[src/rtl/uart_cmd_rx.sv]
// 8N1 UART receiver that passes on only the command characters 'T' and 'D'.
// An accepted command is presented as a held byte plus a one-cycle strobe.
module uart_cmd_rx #(
    parameter int CLK_FREQ = 100_000_000,
    parameter int BAUD     = 9600
) (
    input  logic       clk,
    input  logic       rst,
    input  logic       rx_serial,
    input  logic       ready_to_act,
    output logic [7:0] cmd_byte,
    output logic       valid_command,
    output logic       cmd_rejected,
    output logic       frame_error,
    output logic       rx_busy
);

    // CLKS_PER_BIT must be at least 8.
    localparam int CLKS_PER_BIT = CLK_FREQ / BAUD;
    localparam int TW           = $clog2(CLKS_PER_BIT);

    localparam logic [TW-1:0] TICK_LAST = TW'(CLKS_PER_BIT - 1);
    localparam logic [TW-1:0] TICK_MID  = TW'(CLKS_PER_BIT / 2 - 1);
    localparam logic [TW-1:0] TICK_ONE  = TW'(1);

    localparam logic [7:0] CMD_T = 8'h54;
    localparam logic [7:0] CMD_D = 8'h44;

    typedef enum logic [2:0] {
        S_IDLE,
        S_START,
        S_DATA,
        S_STOP,
        S_WAIT_HIGH
    } state_e;

    state_e          state_q, state_d;
    logic [TW-1:0]   tick_cnt_q, tick_cnt_d;
    logic [2:0]      bit_idx_q, bit_idx_d;
    logic [7:0]      shift_q, shift_d;
    logic [7:0]      cmd_byte_q, cmd_byte_d;
    logic            valid_q, valid_d;
    logic            rejected_q, rejected_d;
    logic            frame_err_q, frame_err_d;
    logic            rx_meta_q, rx_meta_d;
    logic            rx_s_q, rx_s_d;
    logic            is_cmd;

    assign is_cmd = (shift_q == CMD_T) || (shift_q == CMD_D);

    always_comb begin
        // NOTE: every variable gets a default first so no path can infer a latch.
        rx_meta_d   = rx_serial;
        rx_s_d      = rx_meta_q;
        state_d     = state_q;
        tick_cnt_d  = tick_cnt_q;
        bit_idx_d   = bit_idx_q;
        shift_d     = shift_q;
        cmd_byte_d  = cmd_byte_q;
        valid_d     = 1'b0;
        rejected_d  = 1'b0;
        frame_err_d = 1'b0;

        unique case (state_q)
            S_IDLE: begin
                if (!rx_s_q) begin
                    state_d    = S_START;
                    tick_cnt_d = '0;
                end
            end
            S_START: begin
                if (tick_cnt_q == TICK_MID) begin
                    if (rx_s_q) begin
                        state_d = S_IDLE;
                    end else begin
                        state_d    = S_DATA;
                        tick_cnt_d = '0;
                        bit_idx_d  = '0;
                    end
                end else begin
                    tick_cnt_d = tick_cnt_q + TICK_ONE;
                end
            end
            S_DATA: begin
                if (tick_cnt_q == TICK_LAST) begin
                    tick_cnt_d = '0;
                    shift_d    = {rx_s_q, shift_q[7:1]};
                    if (bit_idx_q == 3'd7) begin
                        state_d = S_STOP;
                    end else begin
                        bit_idx_d = bit_idx_q + 3'd1;
                    end
                end else begin
                    tick_cnt_d = tick_cnt_q + TICK_ONE;
                end
            end
            S_STOP: begin
                if (tick_cnt_q == TICK_LAST) begin
                    tick_cnt_d = '0;
                    if (!rx_s_q) begin
                        frame_err_d = 1'b1;
                        state_d     = S_WAIT_HIGH;
                    end else if (is_cmd && ready_to_act) begin
                        cmd_byte_d = shift_q;
                        valid_d    = 1'b1;
                        state_d    = S_IDLE;
                    end else begin
                        rejected_d = 1'b1;
                        state_d    = S_IDLE;
                    end
                end else begin
                    tick_cnt_d = tick_cnt_q + TICK_ONE;
                end
            end
            S_WAIT_HIGH: begin
                // A held-low line (break) must not look like a fresh start bit.
                if (rx_s_q) begin
                    state_d = S_IDLE;
                end
            end
            default: state_d = S_IDLE;
        endcase
    end

    always_ff @(posedge clk) begin
        // NOTE: non-blocking assignments so every flop updates from pre-edge values.
        if (!rst) begin
            rx_meta_q   <= 1'b1;
            rx_s_q      <= 1'b1;
            state_q     <= S_IDLE;
            tick_cnt_q  <= '0;
            bit_idx_q   <= '0;
            shift_q     <= '0;
            cmd_byte_q  <= '0;
            valid_q     <= 1'b0;
            rejected_q  <= 1'b0;
            frame_err_q <= 1'b0;
        end else begin
            rx_meta_q   <= rx_meta_d;
            rx_s_q      <= rx_s_d;
            state_q     <= state_d;
            tick_cnt_q  <= tick_cnt_d;
            bit_idx_q   <= bit_idx_d;
            shift_q     <= shift_d;
            cmd_byte_q  <= cmd_byte_d;
            valid_q     <= valid_d;
            rejected_q  <= rejected_d;
            frame_err_q <= frame_err_d;
        end
    end

    assign cmd_byte      = cmd_byte_q;
    assign valid_command = valid_q;
    assign cmd_rejected  = rejected_q;
    assign frame_error   = frame_err_q;
    assign rx_busy       = (state_q != S_IDLE);

endmodule

[config.mk]
export PLATFORM = sky130hd
export DESIGN_NAME = uart_cmd_rx
export DESIGN_NICKNAME = d
export VERILOG_FILES = /design/src/rtl/uart_cmd_rx.sv
export SDC_FILE = /design/constraint.sdc
export NUM_CORES = 1
export LEC_CHECK = 0
export ABC_AREA = 0
export BUFFER_PORTS_ARGS = -buffer_cell sky130_fd_sc_hd__buf_2
export CORE_AREA = 2 2 65 67
export CTS_CLUSTER_DIAMETER = 50
export DETAILED_ROUTE_END_ITERATION = 7
export DIE_AREA = 0 0 67 69
export HOLD_SLACK_MARGIN = 0.15
export PLACE_DENSITY = 0.68
export SLEW_MARGIN = 30
export SYNTH_ARGS = -nofsm -noshare
export SYNTH_HDL_FRONTEND = slang
export SYNTH_SLANG_ARGS = --single-unit
[constraint.sdc]
create_clock -name clk -period 2.4 [get_ports clk]
set_input_delay 0.48 -clock clk [delete_from_list [all_inputs] [get_ports clk]]
set_output_delay 0.48 -clock clk [all_outputs]
set_load 0.01 [all_outputs]
==> impl_results.md <==
* Status: completed
* Nets at 241
* Worst path arrival time at 2.34 ns
* Diode count at 0
* Crit-path max FO at 5
* Max IR drop VDD at 0.000250 V
* Most frequent cell after synthesis: dfxtp_1
* Post-Syn Nets at 221
* Syn-to-layout area delta at 13.1%
* IO Count at 16
* Hold WC Path Type: in2reg
* Worst slew margin at 0.687
* PwrDens at 589 mW/mm^2
* First-pass DRT Iterations at 4
* Required @ worst endpoint at 2.59 ns
* Height of the die at 69 microns
* Total number of vias at 1,585
* Max Clk Rate at 466 MHz
* Setup WS post-layout at 0.255 ns
* CTS H-tree depth at 2
* Core Util, Final at 0.553
* Pin count of the biggest net entering global routing at 29
* TritonCTS buffer count at 5
* RSZ-0062 raised after global routing: no
* Avg Inst Size Synth at 8.94 sq um
* First-pass GRT wire length at 6400 microns
* Initial Util at 0.489
* Synth cell count leaders: 41 x dfxtp_1, 19 x nand2_1, 16 x nor2_1
* Clock Latency Late Sink at 0.29 ns
* RePlAce Congestion at 0.838
* Setup violators final at 0
* Netlist cell types at 48
* # resized after CTS at 0
* CP Launch Type: register
* Setup TNS Final at 0 ns
* Clk sinks at 41
* Synthesized flop and latch total at 41
* Synth area leaders: dfxtp_1 43%, mux2i_1 4.2%, nand2_1 3.7%
* Setup crit end kind: register
* Initial antenna violation count at 0
* Fill cells at 389
* Number of global-route vias before repair at 1,373
* Core Rows at 23
* P_leak at 0.905 nW
* Clk buf depth at 2
* Die extent in x at 67 microns
* GR Util All Layers at 0.179
* Clk root buf: clkbuf_8
* Post-CTS Repair Setup Buffers at 0
* Mapped Area at 0.00191 sq mm
* # Max-Cap Violations at 0
* Total core area at 0.00391 sq mm
* Ys flop type: dfxtp_1
* Yosys warns at 0
* Post-synth EDFFs at 0
* Clock transition at path regs at 0.07 ns
* Share of layout cells above drive strength 1 at 0.162
* Vias per cell at 5.58
* WL final at 3860 microns
* Critical path start-end classification: reg2reg
* Synth Instances at 214
* Post-synth top area cell: dfxtp_1
* Setup Slack @ Placement at 0.248 ns
* Final count of pins violating max slew at 0
* Die Footprint at 0.00462 sq mm
* Hold Violations, Final at 0
* Placement Cell Area at 0.00206 sq mm
* WL/cell at 13.6 microns
* Share of the synthesized area in the top cell type at 0.429
* PortBufs at 15
* Final worst path period share at 0.894
* CTS tree: done
* Ys async rst share at 0
* Total grt overflow at 0
* Fin area at 0.00216 sq mm
* Post-DRT Antenna Nets at 0
* Worst Tran Pin Value at 0.468 ns
* Register area share after synthesis at 0.429
* HPWL after detailed placement at 2690 microns
* Iter 0 DRT Violations at 99
* DRC at 0
* Clock skew at 0.00409 ns
* Hold buffers post-CTS at 0
* Tmin final at 2.14 ns
==> power by group <==
part | switching (W) | leakage (nW) | internal, W
combinational | 0.0000338 | 0.520 | 0.0000193
clock | 0.000232 | 0.0540 | 0.000302
sequential | 0.00000335 | 0.331 | 0.000684
==> path summary, 6_finish.rpt <==
| path | from | end | slack, ns | depth (start not counted) |
|---|---|---|---|---|
| setup / recovery | tick_cnt_q[1] | cmd_byte[1] | 0.26 | 6 |
| hold / removal | rx_serial | rx_meta_q | 0.37 | 2 |
| setup reg to reg | tick_cnt_q[1] | cmd_byte[1] | 0.26 | 6 |
| hold reg to reg | rx_meta_q | rx_s_q | 0.42 | 1 |
==> critical path, stage by stage (launching register included) <==
cell and delay [ns]:
dfxtp_1 0.36, ha_1 0.24, nand4b_1 0.25, or4_4 0.59, nor4_4 0.36, or2b_2 0.21, nor2_1 0.04
==> flip-flops by register name (all words and copies together) (netlist names) <==
register,count
bit_idx_q,3
cmd_byte,8
cmd_rejected,1
frame_error,1
rx_meta_q,1
rx_s_q,1
shift_q,8
state_q,3
tick_cnt_q,14
valid_command,1
==> layer usage <==
layer,share of wire,vias to the layer above,track usage
li1,-,813,-
met2,0.43,39,0.252
met1,0.51,731,0.254
met4,0.0065,0,0.0726
met3,0.051,2,0.0506
met5,0,-,0
==> final cells by class <==
type                       instances  area, sq um  area share
multi-input combinational        154         1010       0.467
sequential                        41          821       0.379
inverter                          10         37.5      0.0174
tap                               50         62.6      0.0289
timing repair buffer              22          128      0.0590
clock inverter                     2         35.0      0.0162
clock buffer                       5         68.8      0.0318
==> cells in the final DEF (no fill, tap or decap), types with 7 or more instances in the layout <==
| cell type | instances |
|---|---|
| a21oi_1 | 9 |
| a31oi_1 | 10 |
| buf_2 | 15 |
| buf_4 | 7 |
| dfxtp_1 | 41 |
| inv_1 | 10 |
| mux2i_1 | 8 |
| nand2_1 | 19 |
| nand2b_1 | 7 |
| nand3_1 | 9 |
| nor2_1 | 16 |
| nor2b_1 | 9 |
| o21ai_0 | 10 |
==> cell families (layout without fill, tap and decap cells) <==
group,Yosys count,in the layout,synth area share
buffers and inverters,19,39,0.0425
AO/OA/AOI/OAI,48,48,0.169
adder cells (fa/ha/maj),3,3,0.0196
flip-flops,41,41,0.429
multiplexers,9,9,0.0477
AND/OR/NAND/NOR,92,92,0.283
XOR/XNOR,2,2,0.00916
==> through the flow <==
stage,instances,hold WS [ns],total power [W]
final,284,0.375,0.00127
after CTS,284,0.363,0.00129
after global routing,284,0.369,0.00133
after floorplan,214,0.386,0.000739
after global placement,277,0.403,0.000756
after detailed placement,277,0.401,0.000755
(Power assumes the default switching activity.)
